<file path="config.mk">
export PLATFORM = sky130hd
export DESIGN_NAME = uart_tx_sched_flat
export DESIGN_NICKNAME = d
export VERILOG_FILES = /design/src/rtl/uart_pkg.sv /design/src/rtl/uart_tx_sched_if.sv /design/src/rtl/uart_baud_tick.sv /design/src/rtl/uart_tx_sched.sv /design/src/flat_wrapper.sv
export SDC_FILE = /design/constraint.sdc
export NUM_CORES = 1
export LEC_CHECK = 0
export ABC_AREA = 0
export BUFFER_PORTS_ARGS = -buffer_cell sky130_fd_sc_hd__buf_4
export CORE_ASPECT_RATIO = 1.25
export CORE_MARGIN = 2
export CORE_UTILIZATION = 55
export DETAILED_ROUTE_END_ITERATION = 10
export PLACE_DENSITY = 0.93
export SLEW_MARGIN = 20
export SYNTH_ARGS = -nofsm -noshare
export SYNTH_HDL_FRONTEND = slang
export SYNTH_SLANG_ARGS = --single-unit
</file>
<file path="constraint.sdc">
create_clock -name CLK -period 6.22 [get_ports CLK]
set_input_delay 0.622 -clock CLK [delete_from_list [all_inputs] [get_ports CLK]]
set_output_delay 0.622 -clock CLK [all_outputs]
set_load 0.1 [all_outputs]
</file>
<file path="src/rtl/uart_pkg.sv">
// ============================================================================
// Module      : uart_pkg
// Description : Shared constants and FSM state encoding for the UART TX
//               scheduler. UART_PARITY_EN adds the PARITY state and stretches
//               the frame to 11 bit times.
// Revision    : 1.0 - initial release
// ============================================================================
`default_nettype none

package uart_pkg;

  localparam int DATA_BITS = 8;

`ifdef UART_PARITY_EN
  localparam int FRAME_BITS = 11;

  typedef enum logic [2:0] {
    IDLE   = 3'd0,
    START  = 3'd1,
    DATA   = 3'd2,
    STOP   = 3'd3,
    PARITY = 3'd4
  } state_t;
`else
  localparam int FRAME_BITS = 10;

  typedef enum logic [2:0] {
    IDLE  = 3'd0,
    START = 3'd1,
    DATA  = 3'd2,
    STOP  = 3'd3
  } state_t;
`endif

endpackage

`default_nettype wire

</file>
<file path="src/rtl/uart_tx_sched_if.sv">
// ============================================================================
// Module      : uart_tx_sched_if
// Description : Requester-side bus of the UART TX scheduler (request, data,
//               grant, status and the serial line).
// Revision    : 1.0 - initial release
// ============================================================================
`default_nettype none

interface uart_tx_sched_if #(
  parameter int NREQ = 4
);

  logic [NREQ-1:0]   REQ;
  logic [8*NREQ-1:0] DATA;
  logic [NREQ-1:0]   GNT;
  logic [2:0]        GNT_ID;
  logic              BUSY;
  logic              TXD;

  modport master (
    output REQ, DATA,
    input  GNT, GNT_ID, BUSY, TXD
  );

  modport slave (
    input  REQ, DATA,
    output GNT, GNT_ID, BUSY, TXD
  );

endinterface

`default_nettype wire

</file>
<file path="src/rtl/uart_baud_tick.sv">
// ============================================================================
// Module      : uart_baud_tick
// Description : K/2^N fractional phase accumulator; TICK is the registered
//               carry out, one CLK wide.
// Revision    : 1.0 - initial release
// ============================================================================
`default_nettype none

module uart_baud_tick #(
  parameter int K = 1,
  parameter int N = 1
) (
  input  logic CLK,
  input  logic RST,
  output logic TICK
);

  logic [N-1:0] r_acc;
  logic         r_tick;
  logic [N:0]   w_sum;

  assign w_sum = {1'b0, r_acc} + (N+1)'(K);

  always_ff @(posedge CLK or negedge RST) begin
    if (!RST) begin
      r_acc  <= '0;
      r_tick <= 1'b0;
    end else begin
      r_acc  <= w_sum[N-1:0];
      r_tick <= w_sum[N];
    end
  end

  assign TICK = r_tick;

endmodule

`default_nettype wire

</file>
<file path="src/rtl/uart_tx_sched.sv">
// ============================================================================
// Module      : uart_tx_sched
// Description : Round-robin arbiter sharing one 8N1 UART transmitter between
//               NREQ byte requesters. UART_PARITY_EN adds an even parity bit.
// Revision    : 1.0 - initial release
// ============================================================================
`default_nettype none

module uart_tx_sched #(
  parameter int K    = 1,
  parameter int N    = 1,
  parameter int NREQ = 4,
  parameter int OVS  = 16
) (
  input  logic           CLK,
  input  logic           RST,
  uart_tx_sched_if.slave bus
);

  import uart_pkg::*;

  localparam int PW = (NREQ > 1) ? $clog2(NREQ) : 1;
  localparam int TW = $clog2(OVS);

  state_t                 r_state,  w_state_nxt;
  logic [PW-1:0]          r_ptr,    w_ptr_nxt;
  logic [NREQ-1:0]        r_gnt,    w_gnt_nxt;
  logic [2:0]             r_gnt_id, w_gnt_id_nxt;
  logic                   r_busy,   w_busy_nxt;
  logic                   r_txd,    w_txd_nxt;
  logic [DATA_BITS-1:0]   r_byte,   w_byte_nxt;
  logic [TW-1:0]          r_tcnt,   w_tcnt_nxt;
  logic [2:0]             r_bcnt,   w_bcnt_nxt;

  logic                   w_tick;
  logic                   w_bit_end;
  logic                   w_found;
  logic [PW-1:0]          w_pick;
  logic [PW-1:0]          w_idx;
  logic [DATA_BITS-1:0]   w_sel_byte;

  uart_baud_tick #(
    .K (K),
    .N (N)
  ) u_tick (
    .CLK  (CLK),
    .RST  (RST),
    .TICK (w_tick)
  );

  // Walk offsets from far to near so the nearest asserted request wins.
  always_comb begin
    w_found    = 1'b0;
    w_pick     = '0;
    w_idx      = '0;
    w_sel_byte = '0;
    for (int j = NREQ-1; j >= 0; j--) begin
      w_idx = PW'((int'(r_ptr) + j) % NREQ);
      if (bus.REQ[w_idx]) begin
        w_found = 1'b1;
        w_pick  = w_idx;
      end
    end
    for (int i = 0; i < NREQ; i++) begin
      if (w_pick == PW'(i)) w_sel_byte = bus.DATA[8*i +: 8];
    end
  end

  assign w_bit_end = w_tick && (r_tcnt == TW'(OVS-1));

  always_comb begin
    w_state_nxt  = r_state;
    w_ptr_nxt    = r_ptr;
    w_gnt_nxt    = '0;
    w_gnt_id_nxt = r_gnt_id;
    w_busy_nxt   = r_busy;
    w_txd_nxt    = r_txd;
    w_byte_nxt   = r_byte;
    w_tcnt_nxt   = r_tcnt;
    w_bcnt_nxt   = r_bcnt;

    if (w_tick && (r_state != IDLE)) w_tcnt_nxt = r_tcnt + TW'(1);

    case (r_state)
      IDLE: begin
        w_busy_nxt = 1'b0;
        w_txd_nxt  = 1'b1;
        if (w_found) begin
          w_state_nxt  = START;
          w_gnt_nxt    = NREQ'(1) << w_pick;
          w_gnt_id_nxt = 3'(w_pick);
          w_byte_nxt   = w_sel_byte;
          w_busy_nxt   = 1'b1;
          w_txd_nxt    = 1'b0;
          w_tcnt_nxt   = '0;
          w_bcnt_nxt   = '0;
          w_ptr_nxt    = PW'((int'(w_pick) + 1) % NREQ);
        end
      end
      START: begin
        if (w_bit_end) begin
          w_state_nxt = DATA;
          w_bcnt_nxt  = '0;
          w_txd_nxt   = r_byte[0];
        end
      end
      DATA: begin
        if (w_bit_end) begin
          if (r_bcnt == 3'(DATA_BITS-1)) begin
`ifdef UART_PARITY_EN
            w_state_nxt = PARITY;
            w_txd_nxt   = ^r_byte;
`else
            w_state_nxt = STOP;
            w_txd_nxt   = 1'b1;
`endif
          end else begin
            w_bcnt_nxt = r_bcnt + 3'd1;
            w_txd_nxt  = r_byte[r_bcnt + 3'd1];
          end
        end
      end
`ifdef UART_PARITY_EN
      PARITY: begin
        if (w_bit_end) begin
          w_state_nxt = STOP;
          w_txd_nxt   = 1'b1;
        end
      end
`endif
      STOP: begin
        if (w_bit_end) begin
          w_state_nxt = IDLE;
          w_busy_nxt  = 1'b0;
          w_txd_nxt   = 1'b1;
        end
      end
      default: begin
        w_state_nxt = IDLE;
        w_busy_nxt  = 1'b0;
        w_txd_nxt   = 1'b1;
      end
    endcase
  end

  always_ff @(posedge CLK or negedge RST) begin
    if (!RST) begin
      r_state  <= IDLE;
      r_ptr    <= '0;
      r_gnt    <= '0;
      r_gnt_id <= '0;
      r_busy   <= 1'b0;
      r_txd    <= 1'b1;
      r_byte   <= '0;
      r_tcnt   <= '0;
      r_bcnt   <= '0;
    end else begin
      r_state  <= w_state_nxt;
      r_ptr    <= w_ptr_nxt;
      r_gnt    <= w_gnt_nxt;
      r_gnt_id <= w_gnt_id_nxt;
      r_busy   <= w_busy_nxt;
      r_txd    <= w_txd_nxt;
      r_byte   <= w_byte_nxt;
      r_tcnt   <= w_tcnt_nxt;
      r_bcnt   <= w_bcnt_nxt;
    end
  end

  assign bus.GNT    = r_gnt;
  assign bus.GNT_ID = r_gnt_id;
  assign bus.BUSY   = r_busy;
  assign bus.TXD    = r_txd;

endmodule

`default_nettype wire

</file>
<file path="src/flat_wrapper.sv">
// flat-port wrapper written by rule: the top's interface ports become plain ports
module uart_tx_sched_flat import uart_pkg::*;
#(
  parameter int K    = 1,
  parameter int N    = 1,
  parameter int NREQ = 4,
  parameter int OVS  = 16
)
  (CLK, RST, bus_REQ, bus_DATA, bus_GNT, bus_GNT_ID, bus_BUSY, bus_TXD);
  uart_tx_sched_if #(.NREQ(NREQ)) bus_i ();
  input  logic CLK;
  input  logic RST;
  input wire logic [$bits(bus_i.REQ)-1:0] bus_REQ;
  input wire logic [$bits(bus_i.DATA)-1:0] bus_DATA;
  output wire logic [$bits(bus_i.GNT)-1:0] bus_GNT;
  output wire logic [$bits(bus_i.GNT_ID)-1:0] bus_GNT_ID;
  output wire logic [$bits(bus_i.BUSY)-1:0] bus_BUSY;
  output wire logic [$bits(bus_i.TXD)-1:0] bus_TXD;
  assign bus_i.REQ = bus_REQ;
  assign bus_i.DATA = bus_DATA;
  assign bus_GNT = bus_i.GNT;
  assign bus_GNT_ID = bus_i.GNT_ID;
  assign bus_BUSY = bus_i.BUSY;
  assign bus_TXD = bus_i.TXD;
  uart_tx_sched #(.K(K), .N(N), .NREQ(NREQ), .OVS(OVS)) u_core (.CLK(CLK), .RST(RST), .bus(bus_i));
endmodule
</file>
==> results of run 1 <==
-- cell families after synthesis --
logic type / after synthesis
AOI/OAI and AO/OA: 44
xor gates and xnor gates: 2
adders and majority gates: 11
buffers and inverters: 23
DFF: 29
muxes: 9
other: 1
and+or+nand+nor: 58
-- how the worst max path moves through the flow --
stage | from | end | slack [ns] | cells after the start
5_1_grt | u_core.r_ptr[1]$_DFFE_PN0P_ | u_core.r_byte[7]$_DFFE_PN0P_ | 3.51 | 7
6_report | u_core.r_ptr[1]$_DFFE_PN0P_ | u_core.r_byte[3]$_DFFE_PN0P_ | 3.71 | 7
3_3_place_gp | bus_REQ[2] | u_core.r_byte[3]$_DFFE_PN0P_ | 3.62 | 9
4_1_cts | u_core.r_ptr[1]$_DFFE_PN0P_ | u_core.r_byte[3]$_DFFE_PN0P_ | 3.72 | 7
3_5_place_dp | bus_REQ[2] | u_core.r_byte[4]$_DFFE_PN0P_ | 3.54 | 9
2_1_floorplan | bus_REQ[3] | u_core.r_byte[6]$_DFFE_PN0P_ | 4.04 | 10
-- placed cells by master (no fill, tap or decap), types with 2 or more instances in the layout --
cell type                  count
sky130_fd_sc_hd__a21oi_1       5
sky130_fd_sc_hd__o22a_1        2
sky130_fd_sc_hd__nor2_1       14
sky130_fd_sc_hd__inv_1        13
sky130_fd_sc_hd__nand2b_1      4
sky130_fd_sc_hd__and2_1        5
sky130_fd_sc_hd__a31oi_1       8
sky130_fd_sc_hd__xor2_1        2
sky130_fd_sc_hd__buf_4        45
sky130_fd_sc_hd__dfrtp_1      28
sky130_fd_sc_hd__mux2_1        3
sky130_fd_sc_hd__a221oi_1      8
sky130_fd_sc_hd__o21ai_0       5
sky130_fd_sc_hd__clkbuf_8      6
sky130_fd_sc_hd__nor2b_1       9
sky130_fd_sc_hd__nand2_1      14
sky130_fd_sc_hd__mux2_4        3
sky130_fd_sc_hd__nor3_1        2
sky130_fd_sc_hd__a211o_1       8
sky130_fd_sc_hd__ha_1         11
sky130_fd_sc_hd__nand4_1       3
-- flip-flops by register name (all words and copies together) (netlist names), 2 cells and up --
| register | count |
|---|---|
| u_core.bus.GNT | 4 |
| u_core.bus.GNT_ID | 2 |
| u_core.r_bcnt | 3 |
| u_core.r_byte | 8 |
| u_core.r_ptr | 2 |
| u_core.r_state | 2 |
| u_core.r_tcnt | 4 |
-- power by group through the flow --
stage / logic, mW / clock network (mW) / registers (mW)
2_1_floorplan: 0.382 / 0 / 0.444
3_3_place_gp: 0.599 / 0 / 0.321
3_5_place_dp: 0.611 / 0 / 0.329
4_1_cts: 0.616 / 0.205 / 0.326
5_1_grt: 0.676 / 0.215 / 0.335
6_report: 0.616 / 0.203 / 0.326
-- stage by stage --
stage / setup slack, ns / utilization / std cells / hold slack (ns) / power, mW
3_3_place_gp: 3.62 / 0.665 / 249 / 0.368 / 0.920
3_5_place_dp: 3.54 / 0.665 / 249 / 0.364 / 0.939
2_1_floorplan: 4.04 / - / 177 / 0.326 / 0.826
5_1_grt: 3.51 / 0.704 / 257 / 0.270 / 1.22
6_report: 3.71 / 0.704 / 257 / 0.245 / 1.14
4_1_cts: 3.72 / 0.702 / 257 / 0.255 / 1.15
-- routing by layer --
layer / vias to the layer above / global-route usage / part of all wire
met5: - / 0 / 0
met4: 0 / 0.101 / 0.018
met3: 8 / 0.0708 / 0.057
met2: 48 / 0.356 / 0.50
met1: 661 / 0.295 / 0.43
li1: 714 / - / -
-- area by class of cell --
class,count,area share
multi-input cells,125,0.427
repair buffers,45,0.152
inverters,13,0.0219
clock inverters,1,0.0135
well taps,37,0.0208
flip-flops and latches,29,0.326
clock buffers,7,0.0388
-- critical path: cells and delay by family (launching register included) --
| family | cells | cell delay (ns) |
|---|---|---|
| AO/OA/AOI/OAI | 4 | 1.01 |
| adder cells (fa/ha/maj) | 1 | 0.59 |
| flip-flops | 1 | 0.44 |
| AND/OR/NAND/NOR | 2 | 0.32 |
==> run_summary.xml, run 1 <==
<?xml version="1.0" encoding="UTF-8"?>
<metrics>
  <group name="cts">
    <metric name="cts_hold_repair.buffers" unit="">0</metric>
    <metric name="tritoncts" unit="">built</metric>
    <metric name="cts_sinks" unit="">29</metric>
    <metric name="root_buffer" unit="">sky130_fd_sc_hd__clkbuf_8</metric>
    <metric name="cts_setup_buffers" unit="">0</metric>
    <metric name="clkSlewWorstSetupHoldPaths" unit="ns">0.06</metric>
    <metric name="htree_levels" unit="">2</metric>
    <metric name="cts_repair_resize_count" unit="">0</metric>
    <metric name="numCtsBuffers" unit="">5</metric>
    <metric name="insertion_delay" unit="ns">0.28</metric>
    <metric name="cts_buffer_depth" unit="">2</metric>
  </group>
  <group name="sta">
    <metric name="rsz_0062_raised_after_global_routing" unit="">no</metric>
    <metric name="max_freq" unit="MHz">398</metric>
    <metric name="timing_worst_slew_pin_value" unit="ns">0.619</metric>
    <metric name="post-route-min-period" unit="ns">2.51</metric>
    <metric name="hold_violations" unit="">0</metric>
    <metric name="finalCritPeriodShare" unit="">0.404</metric>
    <metric name="final.setup.tns" unit="ns">0</metric>
    <metric name="timing.slew.headroom" unit="">0.587</metric>
    <metric name="setup-violations-final" unit="">0</metric>
    <metric name="final_max_slew_viol_count" unit="">0</metric>
    <metric name="worst_clock_skew" unit="ns">0.00470</metric>
  </group>
  <group name="die">
    <metric name="coreArea" unit="sq um">3170</metric>
    <metric name="num_rows" unit="">23</metric>
    <metric name="die_w" unit="um">55.0</metric>
    <metric name="chipHeight" unit="um">67.7</metric>
    <metric name="initial_core_util" unit="">0.564</metric>
    <metric name="floorplan.die_area" unit="sq um">3720</metric>
    <metric name="io_pins" unit="">47</metric>
  </group>
  <group name="yosys">
    <metric name="postSynthCellCount" unit="">177</metric>
    <metric name="yosys_register_bits" unit="">29</metric>
    <metric name="post_synthesis_share_of_cell_area_spent_on_xor_and_xnor_gates" unit="">0.00981</metric>
    <metric name="synthFlopType" unit="">sky130_fd_sc_hd__dfrtp_1</metric>
    <metric name="ys_warn_count" unit="">0</metric>
    <metric name="synth_top_area_frac" unit="">0.392</metric>
    <metric name="post_synth_instance_area" unit="sq um">1790</metric>
    <metric name="synth.top_cells.by_count" unit="">28 x sky130_fd_sc_hd__dfrtp_1, 14 x sky130_fd_sc_hd__nand2_1, 14 x sky130_fd_sc_hd__nor2_1</metric>
    <metric name="netlist_top_cells_area" unit="">sky130_fd_sc_hd__dfrtp_1 39%, sky130_fd_sc_hd__ha_1 7.7%, sky130_fd_sc_hd__a211o_1 3.9%</metric>
    <metric name="synth_nets" unit="">226</metric>
    <metric name="synth_adder_area_share" unit="">0.0771</metric>
    <metric name="synth_enable_flop_cells" unit="">0</metric>
    <metric name="ys_seq_area_frac" unit="">0.407</metric>
    <metric name="synth_compound_gate_area_share" unit="">0.186</metric>
    <metric name="synth_top_family_by_area" unit="">compound AO/OA/AOI/OAI gates</metric>
    <metric name="yosysMostFrequentCell" unit="">sky130_fd_sc_hd__dfrtp_1</metric>
    <metric name="postSynthAreaPerCell" unit="sq um">10.1</metric>
    <metric name="synthArstFlopShare" unit="">1.00</metric>
    <metric name="post_synth_and_or_nand_nor_area_fraction" unit="">0.177</metric>
    <metric name="yosys.cell_types.count" unit="">44</metric>
    <metric name="post_synth_mux_area_share" unit="">0.0778</metric>
    <metric name="synth.largest_area_cell" unit="">sky130_fd_sc_hd__dfrtp_1</metric>
  </group>
  <group name="finish">
    <metric name="fraction_of_final_layout_cells_with_drive_strength_greater_than_1" unit="">0.291</metric>
    <metric name="nNetsFinal" unit="">268</metric>
    <metric name="post-route-cell-area" unit="sq um">2230</metric>
    <metric name="seq_area" unit="sq um">727</metric>
    <metric name="antenna_diode_count" unit="">0</metric>
    <metric name="num-fill-cells" unit="">222</metric>
    <metric name="combined_area_of_the_multi_input_logic_cells" unit="sq um">951</metric>
    <metric name="synthToLayoutAreaGrowth" unit="%">24.7</metric>
  </group>
  <group name="critical_path">
    <metric name="setup.worst_path.end_class" unit="">flip-flop</metric>
    <metric name="reg2reg_from" unit="">u_core.r_ptr[1]$_DFFE_PN0P_</metric>
    <metric name="cpMaxStageDelayCell" unit="">sky130_fd_sc_hd__ha_1</metric>
    <metric name="start_kind" unit="">flip-flop</metric>
    <metric name="cp.arrival" unit="ns">2.64</metric>
    <metric name="timing.reg2reg.setup_slack" unit="ns">3.71</metric>
    <metric name="regToRegEndpoint" unit="">u_core.r_byte[3]$_DFFE_PN0P_</metric>
    <metric name="slowest_delay" unit="ns">0.59</metric>
    <metric name="path_class" unit="">reg2reg</metric>
    <metric name="crit_required" unit="ns">6.35</metric>
    <metric name="rr_worst_depth" unit="">7</metric>
    <metric name="cell_by_cell_listing_of_the_critical_path" unit="">nand2b_1 &gt; a311oi_2 &gt; ha_1 &gt; nor2b_1 &gt; a221oi_1 &gt; a211o_1 &gt; a31oi_1</metric>
    <metric name="critical_path_peak_fanout" unit="">17</metric>
  </group>
  <group name="place">
    <metric name="gp_congestion" unit="">0.812</metric>
    <metric name="hpwlAfterDp" unit="mm">2.68</metric>
    <metric name="post_dp_cell_area" unit="sq um">2110</metric>
    <metric name="port-buffer-count" unit="">45</metric>
  </group>
  <group name="power">
    <metric name="pwr-share-comb" unit="">0.538</metric>
    <metric name="p_per_area" unit="nW/um^2">514</metric>
    <metric name="power.clock.fraction" unit="">0.178</metric>
    <metric name="seq_power_share" unit="">0.284</metric>
    <metric name="cellInternalPower" unit="uW">644</metric>
    <metric name="vdd_ir_drop_max" unit="mV">0.543</metric>
    <metric name="power.net_switching" unit="uW">501</metric>
    <metric name="switching_share" unit="">0.437</metric>
    <metric name="power.leakage" unit="nW">1.09</metric>
  </group>
  <group name="routing">
    <metric name="drt-vias-per-instance" unit="">5.57</metric>
    <metric name="detail_route.wirelength" unit="mm">3.60</metric>
    <metric name="detailroute.via_count" unit="">1431</metric>
    <metric name="antenna_left" unit="">0</metric>
    <metric name="detail_route.first_pass.iterations" unit="">5</metric>
    <metric name="routed_wire_length_per_instance" unit="um">14.0</metric>
    <metric name="drt-initial-drc-count" unit="">23</metric>
    <metric name="drt_drc_violations_left" unit="">0</metric>
  </group>
  <group name="global_route">
    <metric name="initial_antenna_violation_count" unit="">0</metric>
    <metric name="globalRoute.totalOverflow" unit="">0</metric>
    <metric name="vias_in_the_first_global_route" unit="">1370</metric>
    <metric name="grt_first_pass_wirelength" unit="mm">6.15</metric>
    <metric name="grt_util_all_layers" unit="">0.231</metric>
    <metric name="pin_count_of_the_biggest_net_entering_global_routing" unit="">30</metric>
  </group>
  <group name="flow_run">
    <metric name="cap_violations" unit="">0</metric>
  </group>
  <group name="min_path">
    <metric name="hold_path.class" unit="">in2async</metric>
  </group>
  <group name="outcome">
    <metric name="outcome" unit="">finished clean</metric>
  </group>
</metrics>
Power figures use the tool's default switching activity.
==> run 2: changes to the inputs <==
Settings changed: ABC_AREA 0 to 1, CORE_UTILIZATION 55 to 53, PLACE_DENSITY 0.93 to 0.9.
Clock period 6.22 ns to 2.6 ns, I/O delays scaled along.
==> run 2 against run 1 <==
Compared with the run above:
- maximum frequency up 4.7%
- final area rose by 5.5%
- first-iteration DRC count up 30%
- critical path depth up 11
- register-to-register slack lost 3.5 ns
- non-clock buffer count grew 4
==> run_summary.xml, run 2 <==
<?xml version="1.0" encoding="UTF-8"?>
<metrics>
  <group name="cts">
    <metric name="cts_buffer_depth" unit="">2</metric>
    <metric name="tritoncts" unit="">built</metric>
    <metric name="cts_sinks" unit="">29</metric>
    <metric name="htree_levels" unit="">2</metric>
    <metric name="clkSlewWorstSetupHoldPaths" unit="ns">0.06</metric>
    <metric name="insertion_delay" unit="ns">0.28</metric>
    <metric name="numCtsBuffers" unit="">5</metric>
    <metric name="root_buffer" unit="">sky130_fd_sc_hd__clkbuf_8</metric>
  </group>
  <group name="yosys">
    <metric name="synth_nets" unit="">318</metric>
    <metric name="synth.largest_area_cell" unit="">sky130_fd_sc_hd__dfrtp_1</metric>
    <metric name="post_synth_instance_area" unit="sq um">1890</metric>
    <metric name="synth_top_area_frac" unit="">0.371</metric>
    <metric name="ys_seq_area_frac" unit="">0.385</metric>
    <metric name="postSynthAreaPerCell" unit="sq um">7.01</metric>
    <metric name="yosys_register_bits" unit="">29</metric>
    <metric name="synth_adder_area_share" unit="">0.0729</metric>
    <metric name="post_synth_and_or_nand_nor_area_fraction" unit="">0.320</metric>
    <metric name="synth.top_cells.by_count" unit="">103 x sky130_fd_sc_hd__nand2_1, 29 x sky130_fd_sc_hd__inv_1, 28 x sky130_fd_sc_hd__dfrtp_1</metric>
    <metric name="synth_top_family_by_area" unit="">simple AND/OR/NAND/NOR gates</metric>
    <metric name="synthArstFlopShare" unit="">1.00</metric>
    <metric name="ys_warn_count" unit="">0</metric>
    <metric name="postSynthCellCount" unit="">269</metric>
    <metric name="post_synth_mux_area_share" unit="">0</metric>
    <metric name="yosys.cell_types.count" unit="">23</metric>
    <metric name="synth_enable_flop_cells" unit="">0</metric>
    <metric name="synthFlopType" unit="">sky130_fd_sc_hd__dfrtp_1</metric>
    <metric name="netlist_top_cells_area" unit="">sky130_fd_sc_hd__dfrtp_1 37%, sky130_fd_sc_hd__nand2_1 20%, sky130_fd_sc_hd__ha_1 7.3%</metric>
    <metric name="synth_compound_gate_area_share" unit="">0.117</metric>
    <metric name="post_synthesis_share_of_cell_area_spent_on_xor_and_xnor_gates" unit="">0.00928</metric>
    <metric name="yosysMostFrequentCell" unit="">sky130_fd_sc_hd__nand2_1</metric>
  </group>
  <group name="global_route">
    <metric name="grt_first_pass_wirelength" unit="mm">6.92</metric>
    <metric name="globalRoute.totalOverflow" unit="">0</metric>
    <metric name="grt_util_all_layers" unit="">0.218</metric>
    <metric name="vias_in_the_first_global_route" unit="">1729</metric>
    <metric name="initial_antenna_violation_count" unit="">0</metric>
    <metric name="pin_count_of_the_biggest_net_entering_global_routing" unit="">30</metric>
  </group>
  <group name="sta">
    <metric name="worst_clock_skew" unit="ns">0.00818</metric>
    <metric name="max_freq" unit="MHz">417</metric>
    <metric name="setup-violations-final" unit="">0</metric>
    <metric name="hold_violations" unit="">0</metric>
    <metric name="final_max_slew_viol_count" unit="">0</metric>
    <metric name="post-route-min-period" unit="ns">2.40</metric>
    <metric name="finalCritPeriodShare" unit="">0.923</metric>
  </group>
  <group name="critical_path">
    <metric name="critical_path_peak_fanout" unit="">8</metric>
    <metric name="crit_family" unit="">simple AND/OR/NAND/NOR gates</metric>
    <metric name="path_class" unit="">reg2reg</metric>
    <metric name="cpMaxStageDelayCell" unit="">sky130_fd_sc_hd__dfrtp_2</metric>
    <metric name="slowest_delay" unit="ns">0.46</metric>
    <metric name="worstPathBufferInverterCount" unit="">3</metric>
    <metric name="startpoint" unit="">u_core.r_ptr[0]$_DFFE_PN0P_</metric>
    <metric name="cp.arrival" unit="ns">2.62</metric>
    <metric name="most_frequent_cell_on_critical_path" unit="">sky130_fd_sc_hd__nand2_1</metric>
    <metric name="setup.worst_path.end_class" unit="">flip-flop</metric>
    <metric name="start_kind" unit="">flip-flop</metric>
    <metric name="timing.reg2reg.setup_slack" unit="ns">0.20</metric>
    <metric name="crit_required" unit="ns">2.82</metric>
    <metric name="reg2reg_from" unit="">u_core.r_ptr[0]$_DFFE_PN0P_</metric>
    <metric name="cell_by_cell_listing_of_the_critical_path" unit="">clkinv_4 &gt; nand2_1 &gt; nand3_1 &gt; nand2_1 &gt; nand3_2 &gt; nand2_1 &gt; nand2_1 &gt; nand2_2 &gt; inv_1 &gt; ha_1 &gt; nor2_1 &gt; buf_4 &gt; nand2_1 &gt; nand2_1 &gt; o21ai_0 &gt; o21ai_1 &gt; nand2_1 &gt; nand2_1</metric>
  </group>
  <group name="routing">
    <metric name="antenna_left" unit="">0</metric>
    <metric name="drt-vias-per-instance" unit="">5.04</metric>
    <metric name="detailroute.via_count" unit="">1800</metric>
    <metric name="drt-initial-drc-count" unit="">30</metric>
    <metric name="routed_wire_length_per_instance" unit="um">11.6</metric>
    <metric name="drt_drc_violations_left" unit="">0</metric>
    <metric name="detail_route.wirelength" unit="mm">4.15</metric>
    <metric name="detail_route.first_pass.iterations" unit="">4</metric>
  </group>
  <group name="finish">
    <metric name="largest_register_ff_count" unit="">8</metric>
    <metric name="mostFrequentLayoutCell" unit="">sky130_fd_sc_hd__nand2_1</metric>
    <metric name="nNetsFinal" unit="">366</metric>
    <metric name="synthToLayoutAreaGrowth" unit="%">24.5</metric>
    <metric name="fraction_of_final_layout_cells_with_drive_strength_greater_than_1" unit="">0.233</metric>
    <metric name="most-common-layout-cells" unit="">101 x sky130_fd_sc_hd__nand2_1, 48 x sky130_fd_sc_hd__buf_4, 28 x sky130_fd_sc_hd__inv_1</metric>
    <metric name="num-fill-cells" unit="">315</metric>
    <metric name="antenna_diode_count" unit="">0</metric>
    <metric name="registers.top_by_ff_count" unit="">u_core.r_byte</metric>
    <metric name="fin_util" unit="">0.680</metric>
  </group>
  <group name="min_path">
    <metric name="hold_path.startpoint" unit="">bus_DATA[26]</metric>
    <metric name="hold_path.class" unit="">in2reg</metric>
  </group>
  <group name="die">
    <metric name="initial_core_util" unit="">0.546</metric>
    <metric name="num_rows" unit="">24</metric>
    <metric name="io_pins" unit="">47</metric>
    <metric name="die_w" unit="um">57.4</metric>
    <metric name="chipHeight" unit="um">70.7</metric>
    <metric name="floorplan.die_area" unit="sq um">4060</metric>
    <metric name="coreArea" unit="sq um">3450</metric>
  </group>
  <group name="outcome">
    <metric name="outcome" unit="">finished clean</metric>
  </group>
  <group name="place">
    <metric name="gp_congestion" unit="">0.824</metric>
    <metric name="hpwlAfterDp" unit="mm">3.16</metric>
    <metric name="port-buffer-count" unit="">45</metric>
  </group>
  <group name="flow_run">
    <metric name="cap_violations" unit="">0</metric>
  </group>
</metrics>
==> run 2: worst reg2reg max path, stage by stage, from the launching register on <==
cell	delay (ns)
sky130_fd_sc_hd__dfrtp_2	0.46
sky130_fd_sc_hd__clkinv_4	0.11
sky130_fd_sc_hd__nand2_1	0.09
sky130_fd_sc_hd__nand3_1	0.08
sky130_fd_sc_hd__nand2_1	0.15
sky130_fd_sc_hd__nand3_2	0.12
sky130_fd_sc_hd__nand2_1	0.10
sky130_fd_sc_hd__nand2_1	0.08
sky130_fd_sc_hd__nand2_2	0.12
sky130_fd_sc_hd__inv_1	0.07
sky130_fd_sc_hd__ha_1	0.20
sky130_fd_sc_hd__nor2_1	0.10
sky130_fd_sc_hd__buf_4	0.15
sky130_fd_sc_hd__nand2_1	0.06
sky130_fd_sc_hd__nand2_1	0.05
sky130_fd_sc_hd__o21ai_0	0.07
sky130_fd_sc_hd__o21ai_1	0.16
sky130_fd_sc_hd__nand2_1	0.08
sky130_fd_sc_hd__nand2_1	0.09
==> run 2: what timing repair did <==
action | 4_1_cts | 5_1_grt
endpoints found under the setup margin | 0 | 8
gates resized for setup | 0 | 10
hold buffers | 1 | 0
hold endpoints to repair | 28 | 0
buffers inserted | 0 | 1
==> run 2: through the flow <==
step                      cell area, sq um  cells   TNS, ns  setup slack (ns)  hold WS [ns]
after floorplan                       1890    269         0             0.286       -0.0356
after global placement                2240    347         0             0.362         0.201
after detailed placement              2240    347         0             0.236         0.205
after CTS                             2330    356         0             0.174         0.289
after global routing                  2350    357  -0.00865          -0.00865         0.316
final                                 2350    357         0             0.201         0.290
==> run 2: final cells by class <==
type                    count  area [sq um]  share of cell area
inverters                  31           124              0.0527
clock inverters             2          10.0             0.00426
multi-input cells         201           996               0.424
repair buffers             49           370               0.158
well taps                  39          48.8              0.0208
clock buffers               6          72.6              0.0309
flip-flops and latches     29           728               0.310
==> run 2: layer usage <==
metal	wire length, um	global-route usage
met1	1670	0.246
met2	2200	0.388
met3	171	0.0457
met4	106	0.0930
met5	0	0
==> run 2: final timing paths <==
kind	to	cells after the start
min in group asynchronous	u_core.r_tcnt[3]$_DFF_PN0_	2
max	u_core.r_byte[0]$_DFFE_PN0P_	18
min	u_core.r_byte[2]$_DFFE_PN0P_	5
min reg2reg	u_core.u_tick.TICK$_DFF_PN0_	0
max reg2reg	u_core.r_byte[0]$_DFFE_PN0P_	18
max in group asynchronous	u_core.bus.TXD$_DFFE_PN1P_	2
==> run 2: cells by family after synthesis <==
logic type                 after synthesis
other                                    1
DFF                                     29
adders and majority gates               11
and+or+nand+nor                        148
AOI/OAI and AO/OA                       39
xor gates and xnor gates                 2
buffers and inverters                   39
Power of run 2 is not shown: default switching activity piles up to over one toggle a cycle in this logic, so the estimate is an artifact.
==> run 3: changes to the inputs <==
Settings changed: CORE_ASPECT_RATIO 1.25 to 0.8.
==> run 3 against run 2 <==
Compared with the run above:
- final area is 0.32% lower
- final cell count is 0.28% higher
- non-clock buffer count is 1 lower
- flip-flop and latch count stayed put
- via count is 1.9% lower
- maximum frequency is 1.2% lower
- first-iteration DRC count grew to 3.4 times the previous value
- utilization is 0.38 points higher
- die area stayed put
- worst hold slack worse by 0.0054 ns
- largest cell class unchanged
- highest routed layer unchanged
==> run_summary.xml, run 3 (same netlist as run 2, synthesis figures left out) <==
<?xml version="1.0" encoding="UTF-8"?>
<metrics>
  <group name="sta">
    <metric name="worst_clock_skew" unit="ns">0.00463</metric>
    <metric name="setup-violations-final" unit="">0</metric>
    <metric name="finalCritPeriodShare" unit="">0.933</metric>
    <metric name="final_max_slew_viol_count" unit="">0</metric>
    <metric name="final.setup.tns" unit="ns">0</metric>
    <metric name="post-route-min-period" unit="ns">2.43</metric>
    <metric name="max_freq" unit="MHz">412</metric>
    <metric name="hold_violations" unit="">0</metric>
  </group>
  <group name="finish">
    <metric name="nNetsFinal" unit="">365</metric>
    <metric name="most-common-layout-cells" unit="">102 x sky130_fd_sc_hd__nand2_1, 47 x sky130_fd_sc_hd__buf_4, 29 x sky130_fd_sc_hd__inv_1</metric>
    <metric name="num-fill-cells" unit="">295</metric>
    <metric name="combined_area_of_the_multi_input_logic_cells" unit="sq um">988</metric>
    <metric name="synthToLayoutAreaGrowth" unit="%">24.1</metric>
    <metric name="fraction_of_final_layout_cells_with_drive_strength_greater_than_1" unit="">0.218</metric>
    <metric name="mostFrequentLayoutCell" unit="">sky130_fd_sc_hd__nand2_1</metric>
    <metric name="layout.cells.non_filler" unit="">358</metric>
    <metric name="antenna_diode_count" unit="">0</metric>
    <metric name="fin_util" unit="">0.684</metric>
    <metric name="registers.top_by_ff_count" unit="">u_core.r_byte</metric>
    <metric name="largest_register_ff_count" unit="">8</metric>
    <metric name="seq_area" unit="sq um">728</metric>
  </group>
  <group name="die">
    <metric name="num_rows" unit="">19</metric>
    <metric name="floorplan.die_area" unit="sq um">4060</metric>
    <metric name="io_pins" unit="">47</metric>
    <metric name="die_w" unit="um">70.7</metric>
    <metric name="initial_core_util" unit="">0.551</metric>
    <metric name="chipHeight" unit="um">57.4</metric>
    <metric name="coreArea" unit="sq um">3420</metric>
  </group>
  <group name="critical_path">
    <metric name="crit_required" unit="ns">2.82</metric>
    <metric name="critical_path_peak_fanout" unit="">8</metric>
    <metric name="start_kind" unit="">flip-flop</metric>
    <metric name="cell_by_cell_listing_of_the_critical_path" unit="">inv_6 &gt; nand2_1 &gt; nand3_1 &gt; nand2_1 &gt; o21ai_0 &gt; nand2_1 &gt; nand2_1 &gt; nand2_1 &gt; inv_1 &gt; ha_1 &gt; inv_1 &gt; nor2_1 &gt; buf_4 &gt; nand2_1 &gt; nand2_1 &gt; o21ai_0 &gt; o21ai_0 &gt; nand2_1 &gt; nand2_1</metric>
    <metric name="most_frequent_cell_on_critical_path" unit="">sky130_fd_sc_hd__nand2_1</metric>
    <metric name="path_class" unit="">reg2reg</metric>
    <metric name="setup.worst_path.end_class" unit="">flip-flop</metric>
    <metric name="worstPathBufferInverterCount" unit="">4</metric>
    <metric name="crit_family" unit="">simple AND/OR/NAND/NOR gates</metric>
    <metric name="cpMaxStageDelayCell" unit="">sky130_fd_sc_hd__dfrtp_2</metric>
    <metric name="cp.arrival" unit="ns">2.65</metric>
    <metric name="slowest_delay" unit="ns">0.47</metric>
  </group>
  <group name="cts">
    <metric name="cts_buffer_depth" unit="">2</metric>
    <metric name="insertion_delay" unit="ns">0.28</metric>
    <metric name="cts_sinks" unit="">29</metric>
    <metric name="tritoncts" unit="">built</metric>
    <metric name="clkSlewWorstSetupHoldPaths" unit="ns">0.06</metric>
    <metric name="numCtsBuffers" unit="">5</metric>
    <metric name="cts_setup_buffers" unit="">0</metric>
    <metric name="root_buffer" unit="">sky130_fd_sc_hd__clkbuf_8</metric>
    <metric name="htree_levels" unit="">2</metric>
  </group>
  <group name="routing">
    <metric name="antenna_left" unit="">0</metric>
    <metric name="drt_drc_violations_left" unit="">0</metric>
    <metric name="drt-initial-drc-count" unit="">101</metric>
    <metric name="detail_route.wirelength" unit="mm">3.92</metric>
    <metric name="detailroute.via_count" unit="">1765</metric>
    <metric name="routed_wire_length_per_instance" unit="um">11.0</metric>
    <metric name="detail_route.first_pass.iterations" unit="">6</metric>
    <metric name="drt-vias-per-instance" unit="">4.93</metric>
  </group>
  <group name="flow_run">
    <metric name="cap_violations" unit="">0</metric>
  </group>
  <group name="global_route">
    <metric name="pin_count_of_the_biggest_net_entering_global_routing" unit="">30</metric>
    <metric name="vias_in_the_first_global_route" unit="">1621</metric>
    <metric name="grt_first_pass_wirelength" unit="mm">6.74</metric>
    <metric name="initial_antenna_violation_count" unit="">0</metric>
    <metric name="grt_util_all_layers" unit="">0.212</metric>
    <metric name="globalRoute.totalOverflow" unit="">0</metric>
  </group>
  <group name="min_path">
    <metric name="hold_path.class" unit="">in2reg</metric>
  </group>
  <group name="place">
    <metric name="hpwlAfterDp" unit="mm">3.04</metric>
    <metric name="gp_congestion" unit="">0.806</metric>
    <metric name="place.detailed.instances" unit="">350</metric>
    <metric name="port-buffer-count" unit="">45</metric>
  </group>
  <group name="outcome">
    <metric name="outcome" unit="">finished clean</metric>
  </group>
</metrics>
[run 3: changes by cell type in the layout (fill, tap and decap cells not counted)]
cell	change
sky130_fd_sc_hd__buf_4	-1
sky130_fd_sc_hd__clkbuf_8	+1
sky130_fd_sc_hd__clkinv_2	-2
sky130_fd_sc_hd__clkinv_4	-1
sky130_fd_sc_hd__inv_1	+1
sky130_fd_sc_hd__inv_2	-1
sky130_fd_sc_hd__inv_6	+1
sky130_fd_sc_hd__nand2_1	+1
sky130_fd_sc_hd__nand2_2	-1
sky130_fd_sc_hd__nand3_1	+1
sky130_fd_sc_hd__nand3_2	-1
sky130_fd_sc_hd__o21ai_0	+2
sky130_fd_sc_hd__o21ai_1	-2
[run 3: routing by layer]
| metal | GRT usage | routed length [um] |
|---|---|---|
| met4 | 0.0701 | 27 |
| met1 | 0.273 | 1830 |
| met2 | 0.343 | 1820 |
| met5 | 0 | 0 |
| met3 | 0.0654 | 249 |
[run 3: timing repair]
action / in CTS / in global routing
hold endpoints to repair: 28 / 0
endpoints found under the setup margin: 0 / 8
gates resized for setup: 0 / 4
hold buffers: 1 / 0
[run 3: worst paths after layout]
path / startpoint / end / slack [ns] / depth (start not counted)
setup / recovery: u_core.r_ptr[0]$_DFFE_PN0P_ / u_core.r_byte[3]$_DFFE_PN0P_ / 0.17 / 19
hold / removal: bus_DATA[24] / u_core.r_byte[0]$_DFFE_PN0P_ / 0.28 / 5
setup reg to reg: u_core.r_ptr[0]$_DFFE_PN0P_ / u_core.r_byte[3]$_DFFE_PN0P_ / 0.17 / 19
hold reg to reg: u_core.u_tick.r_acc$_DFF_PN0_ / u_core.u_tick.TICK$_DFF_PN0_ / 0.38 / 0
max in group asynchronous: RST / u_core.bus.TXD$_DFFE_PN1P_ / 1.86 / 2
min in group asynchronous: RST / u_core.r_tcnt[1]$_DFF_PN0_ / 0.43 / 2
[run 3: tightest hold or removal path, stage by stage]
cell and delay [ns]:
sky130_fd_sc_hd__buf_4 0.08, sky130_fd_sc_hd__nand2_1 0.04, sky130_fd_sc_hd__o21ai_0 0.06, sky130_fd_sc_hd__nand2_1 0.05, sky130_fd_sc_hd__nand2_1 0.05
[run 3: layout make-up]
class,instances,share of cell area
clock buffers,7,0.0369
well taps,42,0.0224
inverters,31,0.0529
repair buffers,48,0.155
multi-input cells,201,0.422
flip-flops and latches,29,0.311
[run 3: per-stage QoR]
stage / hold WS (ns) / setup slack, ns / cell area [sq um]
6_report: 0.285 / 0.173 / 2340
5_1_grt: 0.302 / -0.0177 / 2340
4_1_cts: 0.280 / 0.157 / 2340
3_5_place_dp: 0.202 / 0.179 / 2240
3_3_place_gp: 0.198 / 0.276 / 2240
2_1_floorplan: -0.0356 / 0.286 / 1890
Power of run 3 is left out for the same reason.
